`config.mk`:
```
export PLATFORM = sky130hd
export DESIGN_NAME = mult_switch_mb_flat
export DESIGN_NICKNAME = d
export VERILOG_FILES = /design/src/rtl/mult_switch_mb_pkg.sv /design/src/rtl/mult_switch_mb_if.sv /design/src/rtl/mult_switch_mb_pipelined_int_multiplier.sv /design/src/rtl/mult_switch_mb.sv /design/src/flat_wrapper.sv
export SDC_FILE = /design/constraint.sdc
export NUM_CORES = 1
export LEC_CHECK = 0
export BUFFER_PORTS_ARGS = -buffer_cell sky130_fd_sc_hd__buf_4
export CORE_MARGIN = 3
export CORE_UTILIZATION = 35
export CTS_CLUSTER_SIZE = 10
export DETAILED_ROUTE_END_ITERATION = 12
export PLACE_DENSITY = 0.51
export SLEW_MARGIN = 20
export SYNTH_ARGS = -nofsm -noshare
export SYNTH_HDL_FRONTEND = slang
export SYNTH_SLANG_ARGS = --single-unit
```
`constraint.sdc`:
```
create_clock -name CLK -period 14.6 [get_ports CLK]
set_input_delay 2.19 -clock CLK [delete_from_list [all_inputs] [get_ports CLK]]
set_output_delay 2.19 -clock CLK [all_outputs]
set_load 0.03 [all_outputs]
```
`src/rtl/mult_switch_mb_pkg.sv`:
```
// mult_switch_pkg: shared constants and helpers for the multi-entry multiplier
// switch. It provides the default widths, the entry-index width derivation and
// the product width conversion (sign-extend or truncate).
package mult_switch_pkg;

  localparam int DEF_IN_W        = 16;
  localparam int DEF_OUT_W       = 32;
  localparam int DEF_BUF_DEPTH   = 4;
  localparam int DEF_PIPE_STAGES = 2;

  // Widest intermediate product the conversion helper handles.
  localparam int MAX_W = 64;

  // Entry index width for a buffer of 'depth' entries. The width is never 0.
  function automatic int idx_width(input int depth);
    return (depth > 1) ? $clog2(depth) : 1;
  endfunction

  // Sign-extends a prod_w-bit two's complement product to MAX_W bits. The
  // caller keeps the low OUT bits of the result. If OUT >= prod_w, this gives
  // sign extension. If OUT < prod_w, this gives truncation to the low bits.
  function automatic logic [MAX_W-1:0] fit_product(input logic [MAX_W-1:0] prod,
                                                   input int               prod_w);
    logic [MAX_W-1:0] res;
    res = prod;
    for (int b = 0; b < MAX_W; b++) begin
      if (b >= prod_w) res[b] = prod[prod_w-1];
    end
    return res;
  endfunction

endpackage

```
`src/rtl/mult_switch_mb_if.sv`:
```
// mult_switch_mb_if: beat/handshake bundle of the multiplier switch.
//   i_valid/i_data/i_stationary/i_idx : input beat (write or stream)
//   i_clear                           : invalidate all buffer entries
//   i_stall / o_ready                 : downstream back-pressure, o_ready = ~i_stall
//   o_valid/o_data/o_idx              : product and the entry that produced it
//   o_drop                            : stream beat hit an invalid entry
// The master modport is the upstream/downstream environment.
// The slave modport is the switch itself.
interface mult_switch_mb_if #(
  parameter int IN_DATA_TYPE  = 16,
  parameter int OUT_DATA_TYPE = 32,
  parameter int IDX_W         = 2
);
  logic                            i_valid;
  logic signed [IN_DATA_TYPE-1:0]  i_data;
  logic                            i_stationary;
  logic [IDX_W-1:0]                i_idx;
  logic                            i_clear;
  logic                            i_stall;
  logic                            o_ready;
  logic                            o_valid;
  logic signed [OUT_DATA_TYPE-1:0] o_data;
  logic [IDX_W-1:0]                o_idx;
  logic                            o_drop;

  modport master (
    output i_valid, i_data, i_stationary, i_idx, i_clear, i_stall,
    input  o_ready, o_valid, o_data, o_idx, o_drop
  );

  modport slave (
    input  i_valid, i_data, i_stationary, i_idx, i_clear, i_stall,
    output o_ready, o_valid, o_data, o_idx, o_drop
  );
endinterface

```
`src/rtl/mult_switch_mb_pipelined_int_multiplier.sv`:
```
// pipelined_int_multiplier: signed multiplier with a PIPE_STAGES-deep
// valid/product/tag chain. The whole chain advances only when i_en is high.
//   CLK, rst_n      : clock, asynchronous active-low reset
//   i_en            : advance enable (~stall)
//   i_valid/i_a/i_b : issue a * b this cycle
//   i_tag           : side-band carried alongside the product
//   o_valid/o_p     : product leaving the last stage
//   o_tag           : tag leaving the last stage
module pipelined_int_multiplier
  import mult_switch_pkg::*;
#(
  parameter int IN_DATA_TYPE  = DEF_IN_W,
  parameter int OUT_DATA_TYPE = DEF_OUT_W,
  parameter int PIPE_STAGES   = DEF_PIPE_STAGES,
  parameter int TAG_W         = 2
) (
  input  logic                            CLK,
  input  logic                            rst_n,
  input  logic                            i_en,
  input  logic                            i_valid,
  input  logic signed [IN_DATA_TYPE-1:0]  i_a,
  input  logic signed [IN_DATA_TYPE-1:0]  i_b,
  input  logic [TAG_W-1:0]                i_tag,
  output logic                            o_valid,
  output logic signed [OUT_DATA_TYPE-1:0] o_p,
  output logic [TAG_W-1:0]                o_tag
);
  localparam int PROD_W = 2 * IN_DATA_TYPE;

  logic signed [PROD_W-1:0]        full_prod;
  logic [MAX_W-1:0]                wide_prod;
  logic [PIPE_STAGES-1:0]          vld_d, vld_q;
  logic signed [OUT_DATA_TYPE-1:0] p_d   [PIPE_STAGES];
  logic signed [OUT_DATA_TYPE-1:0] p_q   [PIPE_STAGES];
  logic [TAG_W-1:0]                tag_d [PIPE_STAGES];
  logic [TAG_W-1:0]                tag_q [PIPE_STAGES];

  always_comb begin
    // NOTE: every signal gets a default first, so no path leaves it unassigned. This prevents inferred latches.
    full_prod = PROD_W'(i_a) * PROD_W'(i_b);
    wide_prod = fit_product(MAX_W'(full_prod), PROD_W);
    vld_d     = vld_q;
    p_d       = p_q;
    tag_d     = tag_q;
    if (i_en) begin
      vld_d[0] = i_valid;
      p_d[0]   = wide_prod[OUT_DATA_TYPE-1:0];
      tag_d[0] = i_tag;
      for (int s = 1; s < PIPE_STAGES; s++) begin
        vld_d[s] = vld_q[s-1];
        p_d[s]   = p_q[s-1];
        tag_d[s] = tag_q[s-1];
      end
    end
  end

  // NOTE: state registers use non-blocking assignments so every flop samples pre-edge values.
  always_ff @(posedge CLK or negedge rst_n) begin
    if (!rst_n) begin
      vld_q <= '0;
      for (int s = 0; s < PIPE_STAGES; s++) begin
        p_q[s]   <= '0;
        tag_q[s] <= '0;
      end
    end else begin
      vld_q <= vld_d;
      p_q   <= p_d;
      tag_q <= tag_d;
    end
  end

  assign o_valid = vld_q[PIPE_STAGES-1];
  assign o_p     = p_q[PIPE_STAGES-1];
  assign o_tag   = tag_q[PIPE_STAGES-1];

endmodule

```
`src/rtl/mult_switch_mb.sv`:
```
// mult_switch_mb: leaf multiplier switch with BUF_DEPTH stationary entries.
// A stationary beat writes an entry and marks it valid.
// A stream beat multiplies i_data by the selected entry, if that entry is
// valid; otherwise the beat is dropped and o_drop pulses.
//   CLK, rst_n : clock, asynchronous active-low reset
//   bus        : slave side of mult_switch_mb_if (beats, clear, stall, products)
module mult_switch_mb
  import mult_switch_pkg::*;
#(
  parameter int IN_DATA_TYPE  = DEF_IN_W,
  parameter int OUT_DATA_TYPE = DEF_OUT_W,
  parameter int BUF_DEPTH     = DEF_BUF_DEPTH,
  parameter int PIPE_STAGES   = DEF_PIPE_STAGES,
  parameter int IDX_W         = idx_width(BUF_DEPTH)
) (
  input logic             CLK,
  input logic             rst_n,
  mult_switch_mb_if.slave bus
);
  logic signed [IN_DATA_TYPE-1:0] ent_d [BUF_DEPTH];
  logic signed [IN_DATA_TYPE-1:0] ent_q [BUF_DEPTH];
  logic [BUF_DEPTH-1:0]           vld_d, vld_q;
  logic                           drop_d, drop_q;
  logic                           accept;
  logic                           issue;
  logic signed [IN_DATA_TYPE-1:0] rd_data;

  always_comb begin
    accept  = bus.i_valid & ~bus.i_stall;
    // Stream beats read the registered entry. Stream beats therefore use the
    // pre-clear contents and cannot see a same-cycle write.
    rd_data = ent_q[bus.i_idx];
    issue   = accept & ~bus.i_stationary & vld_q[bus.i_idx];
    drop_d  = accept & ~bus.i_stationary & ~vld_q[bus.i_idx];
    ent_d   = ent_q;
    vld_d   = vld_q;
    if (!bus.i_stall && bus.i_clear) vld_d = '0;
    // Applied after the clear, so a simultaneous write leaves its entry valid.
    if (accept && bus.i_stationary) begin
      ent_d[bus.i_idx] = bus.i_data;
      vld_d[bus.i_idx] = 1'b1;
    end
  end

  always_ff @(posedge CLK or negedge rst_n) begin
    if (!rst_n) begin
      // NOTE: this register file is small, and its contents must read as zero after reset. It is therefore reset explicitly and is not inferred as RAM.
      for (int i = 0; i < BUF_DEPTH; i++) ent_q[i] <= '0;
      vld_q  <= '0;
      drop_q <= 1'b0;
    end else begin
      ent_q  <= ent_d;
      vld_q  <= vld_d;
      drop_q <= drop_d;
    end
  end

  pipelined_int_multiplier #(
    .IN_DATA_TYPE (IN_DATA_TYPE),
    .OUT_DATA_TYPE(OUT_DATA_TYPE),
    .PIPE_STAGES  (PIPE_STAGES),
    .TAG_W        (IDX_W)
  ) u_mult (
    .CLK    (CLK),
    .rst_n  (rst_n),
    .i_en   (~bus.i_stall),
    .i_valid(issue),
    .i_a    (bus.i_data),
    .i_b    (rd_data),
    .i_tag  (bus.i_idx),
    .o_valid(bus.o_valid),
    .o_p    (bus.o_data),
    .o_tag  (bus.o_idx)
  );

  assign bus.o_ready = ~bus.i_stall;
  assign bus.o_drop  = drop_q;

endmodule

```
`src/flat_wrapper.sv`:
```
// flat-port wrapper written by rule: the top's interface ports become plain ports
module mult_switch_mb_flat import mult_switch_pkg::*;
#(
  parameter int IN_DATA_TYPE  = DEF_IN_W,
  parameter int OUT_DATA_TYPE = DEF_OUT_W,
  parameter int BUF_DEPTH     = DEF_BUF_DEPTH,
  parameter int PIPE_STAGES   = DEF_PIPE_STAGES,
  parameter int IDX_W         = idx_width(BUF_DEPTH)
)
  (CLK, rst_n, bus_i_valid, bus_i_data, bus_i_stationary, bus_i_idx, bus_i_clear, bus_i_stall, bus_o_ready, bus_o_valid, bus_o_data, bus_o_idx, bus_o_drop);
  mult_switch_mb_if #(.IN_DATA_TYPE(IN_DATA_TYPE), .OUT_DATA_TYPE(OUT_DATA_TYPE), .IDX_W(IDX_W)) bus_i ();
  input logic CLK;
  input logic rst_n;
  input wire logic [$bits(bus_i.i_valid)-1:0] bus_i_valid;
  input wire logic [$bits(bus_i.i_data)-1:0] bus_i_data;
  input wire logic [$bits(bus_i.i_stationary)-1:0] bus_i_stationary;
  input wire logic [$bits(bus_i.i_idx)-1:0] bus_i_idx;
  input wire logic [$bits(bus_i.i_clear)-1:0] bus_i_clear;
  input wire logic [$bits(bus_i.i_stall)-1:0] bus_i_stall;
  output wire logic [$bits(bus_i.o_ready)-1:0] bus_o_ready;
  output wire logic [$bits(bus_i.o_valid)-1:0] bus_o_valid;
  output wire logic [$bits(bus_i.o_data)-1:0] bus_o_data;
  output wire logic [$bits(bus_i.o_idx)-1:0] bus_o_idx;
  output wire logic [$bits(bus_i.o_drop)-1:0] bus_o_drop;
  assign bus_i.i_valid = bus_i_valid;
  assign bus_i.i_data = bus_i_data;
  assign bus_i.i_stationary = bus_i_stationary;
  assign bus_i.i_idx = bus_i_idx;
  assign bus_i.i_clear = bus_i_clear;
  assign bus_i.i_stall = bus_i_stall;
  assign bus_o_ready = bus_i.o_ready;
  assign bus_o_valid = bus_i.o_valid;
  assign bus_o_data = bus_i.o_data;
  assign bus_o_idx = bus_i.o_idx;
  assign bus_o_drop = bus_i.o_drop;
  mult_switch_mb #(.IN_DATA_TYPE(IN_DATA_TYPE), .OUT_DATA_TYPE(OUT_DATA_TYPE), .BUF_DEPTH(BUF_DEPTH), .PIPE_STAGES(PIPE_STAGES), .IDX_W(IDX_W)) u_core (.CLK(CLK), .rst_n(rst_n), .bus(bus_i));
endmodule
```
[Yosys cells after proc, flatten, opt, wreduce, memory -nomap -nowiden]
Index checks and enable logic that the tools add are counted.
Storage, ports and cells
  input bits: 24
  bits in registers: 139
  output and inout bits: 37
Cells by class
  $mul: 1
  bitwise gates (word level): 9
  muxes and demuxes: 12
  reductions and logical operators: 5
  order comparisons: 4
Operators with widths (number)
  $bwmux W64: 1
  $mux W16: 3
  $bmux W16 S2: 1
  $demux W16 S2: 1
  $mul A16 B16 Y32: 1
  $mux W4: 2
  $and A1 B1 Y1: 4
  $logic_and A1 B1 Y1: 4
  $or A4 B4 Y4: 1
  $ge A3 B3 Y1 const B: 1
  $lt A2 B3 Y1 const B: 1
  $lt A3 B1 Y1 const B: 1
  $not A1 Y1: 3
  $not A2 Y3: 1
  $bmux W1 S2: 1
  $demux W1 S2: 1
  $ge A2 B1 Y1 const B: 1
  $mux W1: 2
  $logic_not A1 Y1: 1

[Longest topological paths before layout]
  depth in word-level cells: 6
  depth in mapped cells: 25

[Hierarchy]
From an unflattened synthesis, not the netlist that was laid out.
Second synthesis, totals
  cell total of the unflattened synthesis: 1509
  area, all modules: 16029.1 um^2
Modules (own cells, without submodules)
  pipelined_int_multiplier: area an instance 12914.9 um^2, instances 1, sequential area each 1751.7 um^2, cells an instance 1331
  mult_switch_mb: area an instance 3114.2 um^2, instances 1, sequential area each 1726.7 um^2, cells an instance 178

[Worst setup path before layout]
OpenSTA, ideal clock, no wires.
  path kind: input-to-reg
  start: input bus_i_idx[0]
  end: register u_core.u_mult.p_q[62] in the netlist's numbering
  data required time: 14.475 ns
  path slack: 6.087 ns
  setup time: 0.125 ns
  arrival: 8.388 ns
  stages on the path: 19
  path buffers: 3
  cell sequence: buf_2 buf_2 mux4_2 buf_2 nand2_1 inv_1 fa_1 fa_1 inv_1 fa_1 inv_1 fa_1 fa_1 fa_1 ha_1 or4_1 o31ai_1 xnor2_1 mux2_2
On the way
  longest elaborated chain between the ends: 5
Ends and longest elaborated chain
  start: declaration: RTL line flat_wrapper.sv:17  | input wire logic [$bits(bus_i.i_idx)-1:0] bus_i_idx;
  $not A2 Y3 (not written as such): RTL line mult_switch_mb.sv:32  | rd_data = ent_q[bus.i_idx];
  $bmux W16 S2: RTL line mult_switch_mb.sv:32
  $mux W16 (not written as such) (2 in a row): RTL line mult_switch_mb.sv:32
  $mul A16 B16 Y32: RTL line mult_switch_mb_pipelined_int_multiplier.sv:40  | full_prod = PROD_W'(i_a) * PROD_W'(i_b);
  end signal: assignment: RTL line mult_switch_mb_pipelined_int_multiplier.sv:67  | p_q <= p_d;
  end: declaration: RTL line mult_switch_mb_pipelined_int_multiplier.sv:34  | logic signed [OUT_DATA_TYPE-1:0] p_q [PIPE_STAGES];
Every way passes these cells. The select of a mux whose other input is x is not followed.
A chain may end at the register's enable or synchronous reset.

[Worst setup path in the final report]
Ends and elaborated chain as after synthesis.

==> impl_metrics.py <==
metrics = {
    "timing": {
        "maximum_clock_frequency_ghz": 0.1128,
        "fin_worst_skew_ps": 8.616,
        "timing.final.hold_violations": 0,
        "timing.max_slew.rel_slack": 0.3453,
        "timing_max_transition_violations_final": 0,
        "finalCritPeriodShare": 0.6072,
        "finalCriticalPeriod_ps": 8865,
        "setup_repair_after_global_routing_missed_its_margin": "false",
        "final.setup.tns_ps": 0,
        "slew_at_the_pin_closest_to_its_max_slew_limit_ps": 979.7,
        "timing.final.setup_violations": 0,
    },
    "routing": {
        "detailroute.via_count": 10149,
        "vias_per_cell": 4.826,
        "routedWlPerCell_um": 17.44,
        "wl_um": 36680,
        "initialDrtViolationCount": 543,
        "remaining_drc_errors": 0,
        "detail_route.first_pass.iterations": 5,
        "drtAntennaViolNets": 0,
    },
    "clock_network": {
        "cts_sinks": 139,
        "postCtsSetupBuffers": 0,
        "clk_path_buf_depth": 2,
        "cts_hold_buffers": 0,
        "cts_resized": 0,
        "cts_inserted_buffers": 17,
        "tritoncts_clock_tree": "built",
        "cts_htree_levels": 4,
        "ctsRootBufferMaster": "sky130_fd_sc_hd__clkbuf_16",
        "clkLatencyLatePin_ps": 420,
        "clkTransAtPathRegs_ps": 60,
    },
    "synth": {
        "post_synth_inst_count": 1522,
        "synthFlopType": "sky130_fd_sc_hd__dfrtp_1",
        "synth_edf_count": 0,
        "synth_largest_area_cell": "sky130_fd_sc_hd__fa_1",
        "synthDominantCellAreaShare": 0.3315,
        "yosys.cell_types.count": 58,
        "post_synthesis_register_bit_count": 139,
        "post_synth_main_area_contributors": "sky130_fd_sc_hd__fa_1, sky130_fd_sc_hd__dfrtp_1, sky130_fd_sc_hd__mux2_2",
        "syn-num-nets": 1890,
        "yosysWarningCount": 0,
        "async_flop_share": 1.000,
        "synth.yosys.seq_area_share": 0.2198,
        "syn-mean-instance-area_sq_um": 10.40,
        "syn_area_sq_um": 15820,
    },
    "global_route": {
        "grt_antenna_before_repair": 1,
        "grt-ovfl-total": 0,
        "grt_util_met1": 0.2094,
        "grt_util_met2": 0.2963,
        "grt_first_pass_wirelength_um": 60590,
        "globalRouteTotalUtil": 0.1627,
        "grt_start_max_net_pins": 81,
        "grtUsageMet3": 0.01821,
        "vias_in_the_first_global_route": 11033,
        "grt_busiest_layer": "met2",
    },
    "job": {
        "drv.max_cap_violation_count": 0,
    },
    "floorplanning": {
        "num_io_pins": 61,
        "fp.coreArea_sq_um": 44410,
        "floorplan.rows": 77,
        "design.die.area_sq_um": 47790,
        "floorplan.initialDensity": 0.3562,
        "chipWidth_um": 218.6,
        "die_h_um": 218.6,
    },
    "placement": {
        "number_of_buffers_added_on_ports": 60,
        "place.gp.congestion": 0.7782,
        "place_hpwl_um": 27980,
    },
    "critical_path": {
        "critical_path.max_fanout": 23,
        "ff2ff_setup_slack_ps": 7600,
        "critical_path_required_ps": 14900,
        "timing.critical_path.from_type": "input pin",
        "worst-setup-path-type": "in -> reg",
        "worst_ep_arrival_time_ps": 9170,
        "critical_path.endpoint_type": "register",
    },
    "final_layout": {
        "nets": 1866,
        "antennaDiodeCount": 0,
        "layout-area-overhead-vs-synth_pct": 8.177,
        "post_route_cells_drive_above_1_share": 0.1529,
        "fillerInstances": 4378,
    },
    "hold_path": {
        "holdCritPathClass": "reg -> reg",
    },
    "outcome": {
        "run_status": "finished, final reports clean",
    },
}
stage by stage:
step	util	hold slack, ps	std cells	worst slack (ps)	area [sq um]
after global placement	0.3716	461.5	2071	5288	16500
after CTS	0.3853	478.8	2103	5764	17110
after detailed placement	0.3716	465.1	2071	5331	16500
after floorplan	-	441.6	1522	6087	15820
after global routing	0.3854	493.2	2103	5448	17120
final	0.3854	479.5	2103	5735	17120
worst paths after layout:
kind,startpoint,end,cells past startpoint
setup / recovery,bus_i_idx[0],u_core.u_mult.p_q[62],20
hold / removal,u_core.vld_q[2],u_core.vld_q[2],2
setup reg to reg,u_core.ent_q[1],u_core.u_mult.p_q[62],19
hold reg to reg,u_core.vld_q[2],u_core.vld_q[2],2
max in group asynchronous,rst_n,u_core.ent_q[27],2
min in group asynchronous,rst_n,u_core.u_mult.o_p[3],1
area by class of cell:
cell class              instances  area (sq um)  area share
clock buffers                  20         436.7     0.02551
multi-input cells             983         10690      0.6248
repair buffers                 66         503.0     0.02939
flip-flops and latches        139          3478      0.2032
inverters                     291          1092     0.06382
clock inverters                12         170.2    0.009942
well taps                     592         740.7     0.04328
Yosys cell counts, drive strengths merged (16+ instances only):
cell type and count:
mux2 108, o21ai 41, mux4 16, a21oi 31, ha 82, buf 51
clkbuf 58, and2 128, inv 291, nand2 163, fa 262, nor2 33
dfrtp 139, xnor2 20
cells by family (layout without fill, tap and decap cells):
family | after synthesis | after routing | synth area share
buffers and inverters | 400 | 389 | 0.1042
and+or+nand+nor | 363 | 363 | 0.1135
adders and majority gates | 344 | 344 | 0.3964
DFF | 139 | 139 | 0.2198
muxes | 126 | 126 | 0.1009
AOI/OAI and AO/OA | 115 | 115 | 0.04579
xor gates and xnor gates | 35 | 35 | 0.01938
critical path, cell delays in order:
cell	delay [ps]
sky130_fd_sc_hd__buf_4	360
sky130_fd_sc_hd__mux4_2	780
sky130_fd_sc_hd__nand2_1	190
sky130_fd_sc_hd__inv_1	100
sky130_fd_sc_hd__fa_1	640
sky130_fd_sc_hd__fa_1	870
sky130_fd_sc_hd__fa_1	520
sky130_fd_sc_hd__fa_1	500
sky130_fd_sc_hd__fa_1	490
sky130_fd_sc_hd__inv_1	50
sky130_fd_sc_hd__fa_1	470
sky130_fd_sc_hd__inv_1	40
sky130_fd_sc_hd__ha_1	370
sky130_fd_sc_hd__nand3_1	120
sky130_fd_sc_hd__nor2_1	210
sky130_fd_sc_hd__nand3_1	180
sky130_fd_sc_hd__a21oi_1	450
sky130_fd_sc_hd__o31ai_1	170
sky130_fd_sc_hd__xnor2_1	170
sky130_fd_sc_hd__mux2_2	270
sequential cells by signal, indices dropped and copies added, names as in the netlist:
name	count
u_core.bus.o_drop	1
u_core.ent_q	64
u_core.u_mult.o_p	32
u_core.u_mult.o_tag	2
u_core.u_mult.p_q	32
u_core.u_mult.tag_q	2
u_core.u_mult.vld_q	2
u_core.vld_q	4
layer usage:
metal,vias up,wire [um]
met1,5414,15660
met2,110,19700
met3,35,800
met5,-,0
li1,4590,-
met4,0,524
placed cells by master, fill, tap and decap left out, types with 5 or more instances in the layout:
master	netlist	final
sky130_fd_sc_hd__a21oi_1	31	31
sky130_fd_sc_hd__ha_1	82	82
sky130_fd_sc_hd__xnor2_1	20	20
sky130_fd_sc_hd__clkinv_2	0	5
sky130_fd_sc_hd__mux4_2	16	16
sky130_fd_sc_hd__clkbuf_16	0	17
sky130_fd_sc_hd__and2_1	128	128
sky130_fd_sc_hd__nand2_1	163	163
sky130_fd_sc_hd__fa_1	262	262
sky130_fd_sc_hd__mux2_2	108	108
sky130_fd_sc_hd__buf_4	35	64
sky130_fd_sc_hd__o21ai_0	38	38
sky130_fd_sc_hd__nand3_1	9	9
sky130_fd_sc_hd__inv_1	291	291
sky130_fd_sc_hd__xor2_1	15	15
sky130_fd_sc_hd__dfrtp_1	139	139
sky130_fd_sc_hd__a21o_1	5	5
sky130_fd_sc_hd__nand2b_1	6	6
sky130_fd_sc_hd__nor2_1	33	33
Power is left out: the tool's default activity adds up to more than one toggle a clock period on the data nets, which glitch-free logic cannot reach.
